$ cat src/rtl/wgt_load_ctrl.sv
// Weight-load controller: streams one filter set from weight memory into the banks, then recirculates them per compute pass.
// Optional macro WGT_CTRL_PAUSE_EN adds a pause input that stalls LOAD and COMPUTE.
module wgt_load_ctrl #(
    parameter int DATA_WIDTH   = 8,
    parameter int BUFFER_SIZE  = 27,
    parameter int BUFFER_COUNT = 16,
    parameter int ADDR_WIDTH   = 10
) (
    input  logic                    clk,
    input  logic                    rst_n,
`ifdef WGT_CTRL_PAUSE_EN
    input  logic                    pause,
`endif
    input  logic                    start,
    input  logic [ADDR_WIDTH-1:0]   base_addr,
    input  logic [15:0]             num_windows,
    input  logic [BUFFER_COUNT-1:0] active_filters,
    output logic                    wgt_rd_en,
    output logic [ADDR_WIDTH-1:0]   wgt_rd_addr,
    output logic                    select_wgt,
    output logic [BUFFER_COUNT-1:0] wgt_RF_shift_en,
    output logic                    window_done,
    output logic                    busy,
    output logic                    done
);

    typedef enum logic [2:0] {
        S_IDLE    = 3'd0,
        S_LOAD    = 3'd1,
        S_DRAIN   = 3'd2,
        S_COMPUTE = 3'd3,
        S_DONE    = 3'd4
    } state_t;

    localparam int TAP_W = (BUFFER_SIZE > 1) ? $clog2(BUFFER_SIZE) : 1;
    localparam logic [TAP_W-1:0] TAP_LAST = TAP_W'(BUFFER_SIZE - 1);

    // Weight width only matters to the register file; nothing here depends on it.
    if (DATA_WIDTH < 1) begin : g_bad_data_width
    end

    state_t                  state_q, state_d;
    logic [TAP_W-1:0]        tap_q, tap_d;
    logic [15:0]             win_q, win_d;
    logic [ADDR_WIDTH-1:0]   base_q, base_d;
    logic [15:0]             num_q, num_d;
    logic [BUFFER_COUNT-1:0] mask_q, mask_d;

    logic                    rd_en_q, rd_en_d;
    logic [ADDR_WIDTH-1:0]   addr_q, addr_d;
    logic                    select_q, select_d;
    logic [BUFFER_COUNT-1:0] shift_q, shift_d;
    logic                    wdone_q, wdone_d;
    logic                    busy_q, busy_d;
    logic                    done_q, done_d;

    logic                    pause_s;
    logic                    hold_s;

`ifdef WGT_CTRL_PAUSE_EN
    assign pause_s = pause;
`else
    assign pause_s = 1'b0;
`endif

    // Next-state, counters and the registered output values for the coming cycle.
    always_comb begin
        state_d = state_q;
        tap_d   = tap_q;
        win_d   = win_q;
        base_d  = base_q;
        num_d   = num_q;
        mask_d  = mask_q;
        hold_s  = pause_s && ((state_q == S_LOAD) || (state_q == S_COMPUTE));

        case (state_q)
            S_IDLE: begin
                if (start) begin
                    base_d  = base_addr;
                    num_d   = num_windows;
                    mask_d  = active_filters;
                    tap_d   = '0;
                    win_d   = 16'd0;
                    state_d = S_LOAD;
                end else begin
                    state_d = S_IDLE;
                end
            end
            S_LOAD: begin
                if (hold_s) begin
                    state_d = S_LOAD;
                end else if (tap_q == TAP_LAST) begin
                    tap_d   = '0;
                    state_d = S_DRAIN;
                end else begin
                    tap_d   = tap_q + TAP_W'(1);
                end
            end
            S_DRAIN: begin
                tap_d = '0;
                win_d = 16'd0;
                if (num_q == 16'd0) begin
                    state_d = S_DONE;
                end else begin
                    state_d = S_COMPUTE;
                end
            end
            S_COMPUTE: begin
                if (hold_s) begin
                    state_d = S_COMPUTE;
                end else if (tap_q == TAP_LAST) begin
                    tap_d = '0;
                    if (win_q == (num_q - 16'd1)) begin
                        state_d = S_DONE;
                    end else begin
                        win_d = win_q + 16'd1;
                    end
                end else begin
                    tap_d = tap_q + TAP_W'(1);
                end
            end
            S_DONE: begin
                state_d = S_IDLE;
            end
            default: begin
                state_d = S_IDLE;
            end
        endcase

        rd_en_d  = (state_d == S_LOAD) && !hold_s;
        addr_d   = rd_en_d ? (base_d + ADDR_WIDTH'(tap_d)) : '0;
        select_d = (state_d == S_LOAD) || (state_d == S_DRAIN);
        busy_d   = (state_d != S_IDLE);
        done_d   = (state_d == S_DONE);
        // Load data returns one cycle after the strobe, so the shift follows the previous rd_en.
        if (select_d) begin
            shift_d = {BUFFER_COUNT{rd_en_q}} & mask_d;
        end else if ((state_d == S_COMPUTE) && !hold_s) begin
            shift_d = mask_d;
        end else begin
            shift_d = '0;
        end
        wdone_d = (state_d == S_COMPUTE) && !hold_s && (tap_d == TAP_LAST);
    end

    // State, counters, latched job parameters and all output registers.
    always_ff @(posedge clk or negedge rst_n) begin
        if (!rst_n) begin
            state_q  <= S_IDLE;
            tap_q    <= '0;
            win_q    <= 16'd0;
            base_q   <= '0;
            num_q    <= 16'd0;
            mask_q   <= '0;
            rd_en_q  <= 1'b0;
            addr_q   <= '0;
            select_q <= 1'b0;
            shift_q  <= '0;
            wdone_q  <= 1'b0;
            busy_q   <= 1'b0;
            done_q   <= 1'b0;
        end else begin
            state_q  <= state_d;
            tap_q    <= tap_d;
            win_q    <= win_d;
            base_q   <= base_d;
            num_q    <= num_d;
            mask_q   <= mask_d;
            rd_en_q  <= rd_en_d;
            addr_q   <= addr_d;
            select_q <= select_d;
            shift_q  <= shift_d;
            wdone_q  <= wdone_d;
            busy_q   <= busy_d;
            done_q   <= done_d;
        end
    end

    assign wgt_rd_en       = rd_en_q;
    assign wgt_rd_addr     = addr_q;
    assign select_wgt      = select_q;
    assign wgt_RF_shift_en = shift_q;
    assign window_done     = wdone_q;
    assign busy            = busy_q;
    assign done            = done_q;

endmodule

$ cat config.mk
export PLATFORM = sky130hd
export DESIGN_NAME = wgt_load_ctrl
export DESIGN_NICKNAME = d
export VERILOG_FILES = /design/src/rtl/wgt_load_ctrl.sv
export SDC_FILE = /design/constraint.sdc
export NUM_CORES = 1
export LEC_CHECK = 0
export BUFFER_PORTS_ARGS = -buffer_cell sky130_fd_sc_hd__buf_2
export CAP_MARGIN = 5
export CORE_MARGIN = 2
export CORE_UTILIZATION = 60
export DETAILED_ROUTE_END_ITERATION = 10
export PLACE_DENSITY = 0.86
export SYNTH_ARGS = -nofsm -noshare
export SYNTH_HDL_FRONTEND = slang
export SYNTH_SLANG_ARGS = --single-unit
$ cat constraint.sdc
create_clock -name clk -period 7 [get_ports clk]
set_clock_uncertainty 0.2 [all_clocks]
set_input_delay 0.7 -clock clk [delete_from_list [all_inputs] [get_ports clk]]
set_output_delay 0.7 -clock clk [all_outputs]
set_load 0.005 [all_outputs]
# --- Word-level counts from Yosys, hierarchy flattened ---
# Index checks and enable logic that the tools add are counted.
op_classes:
  add_sub_neg: 4
  n_reduce_logical: 9
  n_bitwise: 1
  eq_ne: 13
  muxes: 20
op_table:
  columns: ["operator", "n"]
  rows:
  - ["two-way mux 16 bit", 7]
  - ["one-hot mux 16 bit (3 select lines)", 1]
  - ["two-way mux 10 bit", 3]
  - ["adder 16 x 1 -> 16 bit, second input constant", 1]
  - ["bitwise AND 16 bit", 1]
  - ["== test 16 bit", 1]
  - ["zero test 16 bit", 1]
  - ["subtractor 16 x 1 -> 16 bit, second input constant", 1]
  - ["one-hot mux 5 bit (3 select lines)", 1]
  - ["== test 3 x 2 -> 1 bit, second input constant", 4]
  - ["two-way mux 3 bit", 4]
  - ["one-hot mux 3 bit (4 select lines)", 1]
  - ["adder 10 x 5 -> 10 bit", 1]
  - ["== test 5 bit, second input constant", 2]
  - ["two-way mux 5 bit", 2]
  - ["== test 3 x 1 -> 1 bit, second input constant", 2]
  - ["nonzero test 3 bit", 2]
  - ["adder 5 x 1 -> 5 bit, second input constant", 1]
  - ["inequality test 2 bit, second input constant", 2]
  - ["AND reduction 4 bit", 1]
  - ["== test 3 bit, second input constant", 1]
  - ["zero test 3 bit", 1]
  - ["inequality test 2 x 1 -> 1 bit, second input constant", 1]
  - ["AND reduction 2 bit", 1]
  - ["other kinds (4)", 4]
word_totals:
  input_bits: 45
  wordCells: 60
  regBits: 97

# --- Logic depth before layout (Yosys ltp) ---
depth:
  depth_word: 8
  mapped_depth: 17
  ltp_nobuf: 16

# --- Least setup slack after synthesis ---
# No wires, ideal clock.
synth_path:
  path_kind: "input-to-reg"
  startpoint: "input start"
  endpoint: "register addr_q[9], in the netlist wgt_rd_addr[9]"
  slack_ps: 2941
  path_stages: 15
  arrival_time_ps: 3728
  cell_sequence: "nor4b_1 -> clkbuf_1 -> clkbuf_1 -> buf_1 -> mux2i_1 -> inv_1 -> ha_1 -> a21o_1 -> a21oi_1 -> o21bai_1 -> a21oi_1 -> or3_1 -> nor3_1 -> xnor2_1 -> nor2_1"
synth_via:
  elab_chain_cells: 4
  elab_cells_between_ends: 9
  classes_between: "1 x add/sub; 1 x eq/ne; 7 x mux"
synth_lines:
  columns: ["element", "line", "text"]
  rows:
  - ["start, declared", "14", "input logic start,"]
  - ["two-way mux 10 bit", "78", "if (start) begin"]
  - ["two-way mux 10 bit", "76", "case (state_q)"]
  - ["via base_d[1]", "45", "logic [ADDR_WIDTH-1:0] base_q, base_d;"]
  - ["adder 10 x 5 -> 10 bit", "131", "addr_d = rd_en_d ? (base_d + ADDR_WIDTH'(tap_d)) : '0;"]
  - ["two-way mux 10 bit", "131", null]
  - ["via addr_d[9]", "50", "logic [ADDR_WIDTH-1:0] addr_q, addr_d;"]
  - ["end signal, assigned", "170", "addr_q <= addr_d;"]
  - ["end, declared", "50", null]
# The timed path passes the listed nets, and every way through them passes these cells.
# A chain may end at the register's enable or synchronous reset.

# --- Worst setup path in the final report ---
layout_path:
  startpoint: "register tap_q[0]"
  endpoint: "register addr_q[8], in the netlist wgt_rd_addr[8]"
layout_via:
  elab_chain_cells: 5
  elab_cells_between_ends: 11
  classes_between: "2 x add/sub; 2 x eq/ne; 7 x mux"
layout_lines:
  columns: ["element", "line", "text"]
  rows:
  - ["start, declared", "43", "logic [TAP_W-1:0] tap_q, tap_d;"]
  - ["start signal, assigned", "164", "tap_q <= tap_d;"]
  - ["adder 5 x 1 -> 5 bit / == test 5 bit (equally long branches)", null, null]
  - ["two-way mux 5 bit", "92, 111", null]
  - ["one-hot mux 5 bit (3 select lines) *", "76", null]
  - ["via tap_d[0]", "43", null]
  - ["adder 10 x 5 -> 10 bit *", "131", null]
  - ["two-way mux 10 bit *", "131", null]
  - ["via addr_d[8]", "50", null]
# Mark *: on every way through the listed nets, which the timed path passes. The rest lies on a longest branch.

==> results.yml <==
global_route:
  grt_pass1_vias: 3536
  antenna_found_initial: 0
  grt_max_degree: 61
  grt-ovfl-total: 0
  grt_first_pass_wirelength_um: 17200
  grt.total_usage_pct: 25.5
layout:
  syn_to_final_growth_pct: 14.1
  fin_nets: 550
  fin_util_pct: 70.1
  finalNonFillerCells: 602
  drive_gt1_share_pct: 29.2
  num_antenna_cells: 0
  fin_area_um2: 5390
floorplan:
  core_area_um2: 7690
  row_count: 32
  initial_core_util_pct: 61.4
  pin_count: 76
  die_height_um: 92.7
  die-area_um2: 8600
  fp.dieW_um: 92.7
clocking:
  cts_hold_buf: 0
  post_cts_buffers: 0
  clockBufferDepth: 2
  clk_latency_ns: 0.37
  post_cts_resized: 0
  cts_made_buffers: 9
  cts_root_buf: "clkbuf_8"
  htreeDepth: 3
  clkSlewWorstSetupHoldPaths_ns: 0.11
  clock_sinks: 97
  cts_tree: "done"
route:
  via_count: 3511
  drt_iter0_markers: 151
  post_drt_via_cell_ratio: 5.83
  wl_per_cell_um: 17.0
  drtAntennaViolNets: 0
  detail_route.first_pass.iterations: 4
  post-route-drc-count: 0
  drt-total-wl_um: 10200
synthesis:
  synth_top_family_by_area: "simple AND/OR/NAND/NOR gates"
  synth_most_common_cell: "dfrtp_1"
  synth_ff_type: "dfrtp_1"
  yosys.area_share.simple_pct: 17.5
  postSynthAreaPerCell_um2: 11.2
  synth_top_area_cell: "dfrtp_1"
  synth_fa_ha_area_share_pct: 2.81
  synth_cell_types: 62
  synth.top_cell.area_share_pct: 51.4
  synth-xor-area-share_pct: 5.19
  synth_seq_cells: 97
  yosys_warnings: 0
  synth-compound-area-share_pct: 10.4
  syn-num-nets: 477
  synth_commonest_cells: "dfrtp_1, mux2_2, nor2_1"
  ys_seq_area_share_pct: 51.4
  synth_edf_count: 0
  synthArstFlopShare_pct: 100
  netlist_top_cells_area: "dfrtp_1, mux2_2, xnor2_1, nor2b_1, nor2_1"
  synth_area_um2: 4720
  muxShareOfSynthArea_pct: 9.57
  syn_inst: 422
setup_path:
  endpoint_kind: "flip-flop"
  arrival_ns: 3.84
  critical_path_required_ns: 7.03
  cp_top_family: "simple AND/OR/NAND/NOR gates"
  cp_cell_sequence: "inv_1 > ha_1 > and4b_1 > or3b_2 > o21ai_0 > ha_1 > inv_1 > fa_1 > nor2b_1 > o21ai_0 > nand2b_1 > a21o_1 > nand2_1 > nor3_1 > xnor2_1 > nor2_1"
  cp_max_fo: 7
  crit_path_top_delay_cell: "or3b_2"
  cpPeakStageDelay_ns: 0.53
  critPathBufInv: 2
  start_kind: "flip-flop"
  path_class: "reg -> reg"
sta:
  hold_viol: 0
  finalSetupViolCount: 0
  setup_tns_ns: 0
  max_slew_margin_pct: 42.4
  worstMarginPinSlew_ns: 0.860
  finalMaxSlewViolations: 0
  rsz0062_at_grt: "false"
  fin_crit_sh_pct: 54.5
  max_freq_mhz: 262
  layout_min_cycle_time_ns: 3.82
  fin_ws_ns: 3.18
  whs_ns: 0.0945
placement:
  port_buffers: 75
  dp_slack_ns: 3.12
  dp_cells: 586
  gp_congestion: 0.912
  dp_hpwl_um: 7230
  dpl_cell_area_um2: 5170
power:
  peakVddDrop_uv: 160
  p_leak_nw: 2.59
  finalPower_mw: 1.28
  power_density_nw_per_um2: 238
job:
  maxCapViolCount: 0
worst_hold_path:
  hold_class: "in -> async"
status:
  status: "finished clean"
final timing paths:
check | end | depth (start not counted) | start | slack (ns)
worst max register to register | wgt_rd_addr[8]$_DFF_PN0_ | 16 | tap_q[0]$_DFF_PN0_ | 3.18
worst min register to register | mask_q[14]$_DFF_PN0_ | 2 | mask_q[14]$_DFF_PN0_ | 0.30
min in group clk | mask_q[14]$_DFF_PN0_ | 2 | mask_q[14]$_DFF_PN0_ | 0.30
worst min-delay path | num_q[4]$_DFFE_PN0P_ | 1 | rst_n | 0.09
max in group asynchronous | tap_q[1]$_DFF_PN0_ | 2 | rst_n | 5.37
worst max-delay path | wgt_rd_addr[8]$_DFF_PN0_ | 16 | tap_q[0]$_DFF_PN0_ | 3.18
layer usage:
metal	global-route usage (%)	share of wire (%)
met1	32.7	42
met2	42.4	50
met3	6.10	5.3
met4	9.68	2.7
met5	0	0
logic make-up after synthesis:
logic type,Yosys count
simple gates,145
flops,97
fa+ha+maj,10
buf+inv,33
mux,41
xor+xnor,28
compound gates,68
placed cells by master, fill, tap and decap left out, types with 5 or more instances in the layout:
master    instances
dfrtp_1          97
buf_2            74
mux2_2           33
nor2_1           31
nor2b_1          20
nand2_1          20
xnor2_1          18
inv_1            17
o21ai_0          12
nor3_1           11
nand2b_1         10
xor2_1           10
nand3_1          10
a21oi_1           9
ha_1              9
clkbuf_8          9
mux2i_1           8
a21oi_2           8
nor4_1            7
and3_1            5
or3_1             5
nand4_1           5
registers in the layout, indices dropped and copies added, names as in the netlist:
register,cells
done,1
tap_q,5
busy,1
num_q,16
wgt_rd_en,1
mask_q,16
state_q,3
wgt_RF_shift_en,16
select_wgt,1
win_q,16
base_q,10
window_done,1
wgt_rd_addr,10
cell type report:
| cell class | count | area [um2] |
|---|---|---|
| flip-flops and latches | 97 | 2430 |
| inverters | 17 | 63.8 |
| repair buffers | 78 | 400 |
| fillers | 577 | 2300 |
| clock inverters | 7 | 95.1 |
| clock buffers | 9 | 124 |
| well taps | 102 | 128 |
| multi-input cells | 292 | 2150 |
report_power, final:
part,switching [mW],internal [mW]
registers,0.0326,0.597
clock network,0.220,0.177
logic,0.146,0.109
No activity file was read; power rests on OpenSTA's default activity.
